--- config.mk ---
export PLATFORM = sky130hd
export DESIGN_NAME = ldm_sequencer
export DESIGN_NICKNAME = d
export VERILOG_FILES = /design/src/rtl/ldm_pkg.sv /design/src/rtl/lowest_set.sv /design/src/rtl/ldm_sequencer.sv
export SDC_FILE = /design/constraint.sdc
export NUM_CORES = 1
export LEC_CHECK = 0
export ABC_CLOCK_PERIOD_IN_PS = 8270
export CAP_MARGIN = 10
export CORE_UTILIZATION = 40
export CTS_BUF_LIST = sky130_fd_sc_hd__clkbuf_4
export CTS_CLUSTER_DIAMETER = 60
export DETAILED_ROUTE_END_ITERATION = 10
export MAX_ROUTING_LAYER = met4
export PLACE_DENSITY = 0.72
export SYNTH_ARGS = -nofsm -noshare
export SYNTH_HDL_FRONTEND = slang
export SYNTH_SLANG_ARGS = --single-unit
--- constraint.sdc ---
create_clock -name clk -period 8.27 [get_ports clk]
set_input_delay 2.481 -clock clk [delete_from_list [all_inputs] [get_ports clk]]
set_output_delay 2.481 -clock clk [all_outputs]
set_load 0.01 [all_outputs]
--- src/rtl/ldm_pkg.sv ---
// Shared definitions for the LDM/STM micro-op sequencer: state encoding,
// instruction field positions, data-processing opcodes and micro-op builders.
package ldm_pkg;

  typedef enum logic [1:0] {
    IDLE = 2'd0,
    XFER = 2'd1,
    WB   = 2'd2
  } ldm_state_e;

  // Plain-vector copies of the states for the legacy-style state register
  localparam logic [1:0] ST_IDLE = IDLE;
  localparam logic [1:0] ST_XFER = XFER;
  localparam logic [1:0] ST_WB   = WB;

  // Block-transfer field positions
  localparam int F_COND_LO = 28;
  localparam int F_CLS_HI  = 27;
  localparam int F_CLS_LO  = 25;
  localparam int F_P       = 24;
  localparam int F_U       = 23;
  localparam int F_S       = 22;
  localparam int F_W       = 21;
  localparam int F_L       = 20;
  localparam int F_RN_LO   = 16;

  localparam logic [2:0]  LDM_CLASS    = 3'b100;
  localparam logic [1:0]  LDST_CLASS   = 2'b01;
  localparam logic [2:0]  DP_IMM_CLASS = 3'b001;
  localparam logic [3:0]  OP_ADD       = 4'b0100;
  localparam logic [3:0]  OP_SUB       = 4'b0010;
  localparam logic [27:0] NOP_BODY     = 28'h1A00000;

  // Single-register LDR/STR, pre-indexed immediate, no writeback
  function automatic logic [31:0] ldst_uop(input logic [3:0] cond, input logic up,
                                           input logic load, input logic [3:0] rn,
                                           input logic [3:0] rd, input logic [7:0] mag);
    return {cond, LDST_CLASS, 1'b0, 1'b1, up, 1'b0, 1'b0, load, rn, rd, 4'b0000, mag};
  endfunction

  // Base writeback: ADD/SUB Rn, Rn, #imm8
  function automatic logic [31:0] dp_uop(input logic [3:0] cond, input logic add,
                                         input logic [3:0] rn, input logic [7:0] imm8);
    return {cond, DP_IMM_CLASS, (add ? OP_ADD : OP_SUB), 1'b0, rn, rn, 4'b0000, imm8};
  endfunction

endpackage

--- src/rtl/lowest_set.sv ---
// Combinational find-first-set (lowest index) and population count over a
// 16-bit register list.
module lowest_set (
  input  logic [15:0] vec_i,
  output logic [3:0]  idx_o,
  output logic        found_o,
  output logic [4:0]  count_o
);

  // Scan from the top so the lowest set bit is the last one written
  always_comb begin
    idx_o   = 4'd0;
    found_o = 1'b0;
    count_o = 5'd0;
    for (int i = 15; i >= 0; i--) begin
      if (vec_i[i]) begin
        idx_o   = 4'(i);
        found_o = 1'b1;
      end
      count_o = count_o + 5'(vec_i[i]);
    end
  end

endmodule

--- src/rtl/ldm_sequencer.sv ---
// IF/ID instruction register that expands ARM LDM/STM into single-register
// LDR/STR micro-ops (lowest register first) and passes everything else
// through with one cycle of latency.
// Optional macro LDM_WRITEBACK_EN: when defined, W=1 adds a trailing base
// ADD/SUB micro-op; when undefined the W bit is ignored.
module ldm_sequencer
  import ldm_pkg::*;
#(
  parameter int NREGS      = 16,
  parameter int WORD_BYTES = 4
) (
  input  logic        clk,
  input  logic        reset,
  input  logic        armD,
  input  logic [31:0] instr_i,
  input  logic        valid_i,
  output logic        ready_o,
  input  logic        stall_i,
  input  logic        flush_i,
  output logic [31:0] instr_o,
  output logic        valid_o,
  output logic        uop_o,
  output logic        last_o,
  output logic        busy_o
);

  logic [1:0]       state_q, state_d;
  logic [NREGS-1:0] list_q, list_d;
  logic [4:0]       k_q, k_d, n_q, n_d;
  logic [3:0]       cond_q, cond_d, rn_q, rn_d;
  logic             p_q, p_d, u_q, u_d, l_q, l_d;
  logic [31:0]      instr_q, instr_d;
  logic             valid_q, valid_d, uop_q, uop_d, last_q, last_d;
`ifdef LDM_WRITEBACK_EN
  logic             wb_q, wb_d;
`endif

  logic             idle, is_ldm, do_xfer;
  logic [3:0]       cur_cond, cur_rn, first_idx;
  logic             cur_p, cur_u, cur_l, cur_wb, first_found;
  logic [NREGS-1:0] src_list, rest_list;
  logic [4:0]       cur_n, cur_k, list_count;
  logic [7:0]       k_bytes, n_bytes, stride, off, mag;
  logic [31:0]      xfer_instr;

  // S bit has no effect (no user-bank support); W is only used with writeback
  logic unused_bits;
  assign unused_bits = ^{instr_i[F_S], instr_i[F_W]};

  assign idle     = (state_q == ST_IDLE);
  assign is_ldm   = armD && (instr_i[F_CLS_HI:F_CLS_LO] == LDM_CLASS);
  assign ready_o  = idle && !stall_i && !flush_i;
  assign busy_o   = !idle;

  // In IDLE the fields come straight from the incoming instruction so the
  // first micro-op is produced in the accepting cycle.
  assign cur_cond = idle ? instr_i[31:F_COND_LO]         : cond_q;
  assign cur_p    = idle ? instr_i[F_P]                  : p_q;
  assign cur_u    = idle ? instr_i[F_U]                  : u_q;
  assign cur_l    = idle ? instr_i[F_L]                  : l_q;
  assign cur_rn   = idle ? instr_i[F_RN_LO+3:F_RN_LO]    : rn_q;
  assign src_list = idle ? instr_i[NREGS-1:0]            : list_q;
  assign cur_n    = idle ? list_count                    : n_q;
  assign cur_k    = idle ? 5'd0                          : k_q;

  lowest_set u_find (
    .vec_i   (src_list),
    .idx_o   (first_idx),
    .found_o (first_found),
    .count_o (list_count)
  );

  assign rest_list = src_list & ~(NREGS'(1) << first_idx);
  assign stride    = 8'(WORD_BYTES);
  assign k_bytes   = stride * {3'b000, cur_k};
  assign n_bytes   = stride * {3'b000, cur_n};

`ifdef LDM_WRITEBACK_EN
  // Loading the base register makes the loaded value win over writeback
  assign cur_wb = idle ? (instr_i[F_W] && !(instr_i[F_L] && instr_i[instr_i[F_RN_LO+3:F_RN_LO]]))
                       : wb_q;
`else
  assign cur_wb = 1'b0;
`endif

  // Signed 8-bit byte offset of micro-op k for the four addressing modes
  always_comb begin
    case ({cur_p, cur_u})
      2'b01:   off = k_bytes;                     // IA
      2'b11:   off = k_bytes + stride;            // IB
      2'b00:   off = k_bytes - n_bytes + stride;  // DA
      default: off = k_bytes - n_bytes;           // DB
    endcase
  end

  assign mag        = off[7] ? (8'd0 - off) : off;
  assign xfer_instr = ldst_uop(cur_cond, ~off[7], cur_l, cur_rn, first_idx, mag);

  // Next-state: flush beats stall, stall freezes everything
  always_comb begin
    state_d = state_q;
    list_d  = list_q;
    k_d     = k_q;
    n_d     = n_q;
    cond_d  = cond_q;
    rn_d    = rn_q;
    p_d     = p_q;
    u_d     = u_q;
    l_d     = l_q;
    instr_d = instr_q;
    valid_d = valid_q;
    uop_d   = uop_q;
    last_d  = last_q;
`ifdef LDM_WRITEBACK_EN
    wb_d    = wb_q;
`endif
    do_xfer = 1'b0;

    if (flush_i) begin
      valid_d = 1'b0;
      state_d = ST_IDLE;
      list_d  = '0;
      k_d     = 5'd0;
    end else if (!stall_i) begin
      case (state_q)
        ST_IDLE: begin
          if (!valid_i) begin
            valid_d = 1'b0;
          end else if (is_ldm) begin
            cond_d = cur_cond;
            rn_d   = cur_rn;
            p_d    = cur_p;
            u_d    = cur_u;
            l_d    = cur_l;
            n_d    = list_count;
`ifdef LDM_WRITEBACK_EN
            wb_d   = cur_wb;
`endif
            if (!first_found) begin
              instr_d = {cur_cond, NOP_BODY};
              valid_d = 1'b1;
              uop_d   = 1'b1;
              last_d  = 1'b1;
            end else begin
              do_xfer = 1'b1;
            end
          end else begin
            instr_d = instr_i;
            valid_d = 1'b1;
            uop_d   = 1'b0;
            last_d  = 1'b1;
          end
        end
        ST_XFER: do_xfer = 1'b1;
`ifdef LDM_WRITEBACK_EN
        ST_WB: begin
          instr_d = dp_uop(cond_q, u_q, rn_q, n_bytes);
          valid_d = 1'b1;
          uop_d   = 1'b1;
          last_d  = 1'b1;
          state_d = ST_IDLE;
        end
`endif
        default: state_d = ST_IDLE;
      endcase

      if (do_xfer) begin
        instr_d = xfer_instr;
        valid_d = 1'b1;
        uop_d   = 1'b1;
        list_d  = rest_list;
        k_d     = cur_k + 5'd1;
        if (rest_list == '0) begin
          last_d  = !cur_wb;
          state_d = cur_wb ? ST_WB : ST_IDLE;
        end else begin
          last_d  = 1'b0;
          state_d = ST_XFER;
        end
      end
    end
  end

  // State and output registers
  always_ff @(posedge clk or posedge reset) begin
    if (reset) begin
      state_q <= ST_IDLE;
      list_q  <= '0;
      k_q     <= 5'd0;
      n_q     <= 5'd0;
      cond_q  <= 4'd0;
      rn_q    <= 4'd0;
      p_q     <= 1'b0;
      u_q     <= 1'b0;
      l_q     <= 1'b0;
      instr_q <= 32'd0;
      valid_q <= 1'b0;
      uop_q   <= 1'b0;
      last_q  <= 1'b0;
`ifdef LDM_WRITEBACK_EN
      wb_q    <= 1'b0;
`endif
    end else begin
      state_q <= state_d;
      list_q  <= list_d;
      k_q     <= k_d;
      n_q     <= n_d;
      cond_q  <= cond_d;
      rn_q    <= rn_d;
      p_q     <= p_d;
      u_q     <= u_d;
      l_q     <= l_d;
      instr_q <= instr_d;
      valid_q <= valid_d;
      uop_q   <= uop_d;
      last_q  <= last_d;
`ifdef LDM_WRITEBACK_EN
      wb_q    <= wb_d;
`endif
    end
  end

  assign instr_o = instr_q;
  assign valid_o = valid_q;
  assign uop_o   = uop_q;
  assign last_o  = last_q;

endmodule
==> flow_summary.yaml <==
die:
  ios: 75
  die_area_mm2: 0.01336
  start_util_pct: 40.88
  num_rows: 41
  dieWidth_um: 115.6
  fp.dieH_um: 115.6
  core_area_mm2: 0.01262
synthesis:
  yosys.area.top_type_share_pct: 35.41
  yosys.area.top_type: "dfrtp_1"
  synthArstFlopShare_pct: 100.0
  syn_inst: 557
  avgSynthCellArea_um2: 9.262
  synth_edf_count: 0
  synth_xor_area_share_pct: 2.037
  synth_seq_cells: 73
  ys_warn_count: 0
  synthMuxAreaShare_pct: 7.858
  synthesis.nets: 624
  synth_cell_types: 75
  synth_top_family_by_area: "compound AO/OA/AOI/OAI gates"
  synth_compound_area_share_pct: 20.86
  ys.flop_type: "dfrtp_1"
  ys_top_cells_by_area: "dfrtp_1, nand2_1, ha_1, mux2_2, fa_1"
  seq_area_frac_synth_pct: 35.41
  synth_area_mm2: 0.005159
  synth_simple_gate_area_share_pct: 20.16
  yosys.area_share.adder_pct: 8.634
cells_and_area:
  drive_above_1_share_pct: 20.06
  stdcell_count: 841
  nFillCells: 1220
  syn_to_final_growth_pct: 26.49
  fin_nets: 730
clock_network:
  path_clk_slew_ps: 130
  cts_tree: "yes"
  cts.sinks: 73
  cts-root-buf: "clkbuf_4"
  hold_buffers: 0
  worstSkewPairLatency_ps: 460
  cts_buffers: 9
  h-tree-depth: 3
  clk_path_buf_depth: 2
sta:
  skew_ps: 19.72
  timing.fmax_mhz: 123.3
  finalHoldViolCount: 0
  slew_headroom_pct: 28.66
  maxSlewViolCount: 0
  tightest_slew_ps: 1066
  rsz0062_at_grt: "yes"
  min_period_over_period_pct: 98.09
  fin_crit_ps: 8112
  layout_setup_ws_ps: 157.8
  finalSetupViolCount: 0
drt:
  drt_wl_total_um: 15390
  route.detailed.drc: 0
  final_antenna_net_count: 0
  wl_per_cell_um: 18.30
  first_pass_iters: 5
  vias: 4691
  avgViaCountPerCell: 5.578
  drt_iter0_drc: 348
worst_setup_path:
  worstPathCellList: "clkdlybuf4s50_1, mux2i_4, ha_4, fa_1, fa_1, fa_1, fa_1, fa_2, inv_2, fa_2, nor2_1, a21o_1, fa_1, mux2i_1, ha_2, a22o_1, o21ai_1, ha_1, a32o_2, xnor2_2, o22ai_1"
  cp_data_arrival_time_ps: 8460
  regToRegSetupSlack_ps: 1630
  required_ps: 8620
  worst_path_largest_cell_delay_ps: 560
  critPathMaxFanout: 3
  critical_path_buf_inv_count: 2
  critPathTopFamily: "adder cells"
  path_class: "input pin to flop"
  start_kind: "input pin"
  end_kind: "flop"
  slowest_stage: "fa_1"
  cp_common_cell: "fa_1"
place:
  place_hpwl_um: 11350
  place_congestion: 0.9134
  portBuffers: 74
  post-place-ws_ps: -659.3
  place_inst: 822
global_routing:
  gr-usage-all-layers_pct: 24.94
  grt_pass1_vias: 4695
  grt_start_max_net_pins: 74
  grt_pass1_wl_um: 24470
  grt_overflow: 0
  grt_antenna_before_repair: 1
pwr:
  ir_worst_vdd_uv: 133.6
  powerDensity_mw_per_mm2: 218.4
  p_leak_nw: 2.966
min_path:
  min_path_type: "flop to flop"
run:
  maxCapViolCount: 0
status:
  outcome: "completed"
-- layer usage --
metal	vias to the layer above	GRT usage (%)	wire, um
met5	-	-	0
met4	0	8.052	259
met3	20	4.027	856
met2	161	39.24	7241
met1	2286	32.82	7037
li1	2224	-	-
-- stage by stage --
step                hold WS [ps]  util [%]  instance area [um^2]  TNS (ps)  power [mW]
finish                     485.6     51.71                  6525         0       1.425
CTS                        490.2     51.10                  6449         0       1.388
detailed placement         459.2     50.13                  6326     -3314       1.173
global placement           448.8     50.13                  6326     -2795       1.146
global route               513.3     51.71                  6525    -37.57       1.521
floorplan                  449.6         -                  5159         0      0.8679
-- final cells by class --
cell class / count / area (um^2) / area share (%)
Clock buffer: 9 / 67.56 / 1.035
Tap cell: 172 / 215.2 / 3.298
Inverter: 35 / 131.4 / 2.013
Multi-Input combinational cell: 425 / 3158 / 48.40
Antenna cell: 1 / 2.502 / 0.03835
Clock inverter: 7 / 43.79 / 0.6711
Sequential cell: 73 / 1828 / 28.02
Timing Repair Buffer: 119 / 1079 / 16.53
-- cells in the final DEF, fill, tap and decap left out, types with 7 or more instances in the layout --
master / Yosys / layout
a21oi_1: 28 / 26
buf_4: 3 / 45
nand3_1: 18 / 18
mux2i_1: 18 / 16
dfrtp_1: 73 / 72
clkdlybuf4s50_1: 0 / 74
clkbuf_4: 0 / 9
nor2_1: 41 / 41
ha_1: 18 / 16
o21ai_0: 28 / 25
fa_1: 11 / 9
a22o_1: 10 / 10
o211ai_1: 7 / 7
mux2_2: 20 / 20
nor3_1: 13 / 12
and2_1: 7 / 7
inv_1: 34 / 31
and3_1: 7 / 7
nor2b_1: 9 / 9
nand2_1: 70 / 69
xor2_1: 7 / 7
-- registers in the layout (all words and copies together), names as in the netlist --
signal   cells
cond_q       4
instr_o     32
k_q          5
l_q          1
last_o       1
list_q      16
n_q          5
p_q          1
rn_q         4
state_q      1
u_q          1
uop_o        1
valid_o      1
-- tightest hold or removal path, stage by stage, from the launching register on --
cell and delay [ps]:
dfrtp_1 370, nand2_1 50, nand2_1 50
-- report_power, final --
part           internal (mW)  switching [mW]  leakage (nW)
Sequential             0.401          0.0256         0.943
Combinational          0.405           0.387          1.96
Clock                 0.0612           0.144        0.0639
-- timing repair --
item	in CTS	in global routing
setup endpoints to repair	5	6
pin swaps	6	16
resized for setup	3	18
setup buffers	1	1
-- kinds of logic after synthesis --
kind of cell             count (synthesis)
AND/OR/NAND/NOR                        201
AO/OA/AOI/OAI                          145
flip-flops                              73
buffers and inverters                   59
multiplexers                            38
adder cells (fa/ha/maj)                 29
XOR/XNOR                                12
-- cell usage after synthesis, types with 4 or more instances --
library cell	count
o31ai_1	4
nor2b_1	9
o22ai_1	6
nor2_1	41
a21oi_1	28
nand3_1	18
o22ai_2	4
a21o_1	6
and3_1	7
a221o_1	5
inv_1	34
or2_2	4
ha_1	18
o211ai_1	7
a32o_1	4
dfrtp_1	73
and2_1	7
nor3_2	4
buf_2	4
a31oi_1	5
nand2_1	70
nand2b_1	4
fa_1	11
mux2i_1	18
xor2_1	7
clkbuf_1	11
a22o_1	10
o21ai_0	28
nor3b_2	5
mux2_2	20
nor3_1	13
xnor2_1	5
-- path summary, 6_finish.rpt --
check,start,to,cells after the start
min in group asynchronous,reset,list_q[8]$_DFFE_PP0P_,3
setup reg to reg,state_q[0]$_DFFE_PP0P_,instr_o[6]$_DFFE_PP0P_,20
setup / recovery,instr_i[15],instr_o[6]$_DFFE_PP0P_,21
hold / removal,instr_o[0]$_DFFE_PP0P_,instr_o[0]$_DFFE_PP0P_,2
hold reg to reg,instr_o[0]$_DFFE_PP0P_,instr_o[0]$_DFFE_PP0P_,2
max in group asynchronous,reset,state_q[0]$_DFFE_PP0P_,3
(Power assumes the default switching activity.)
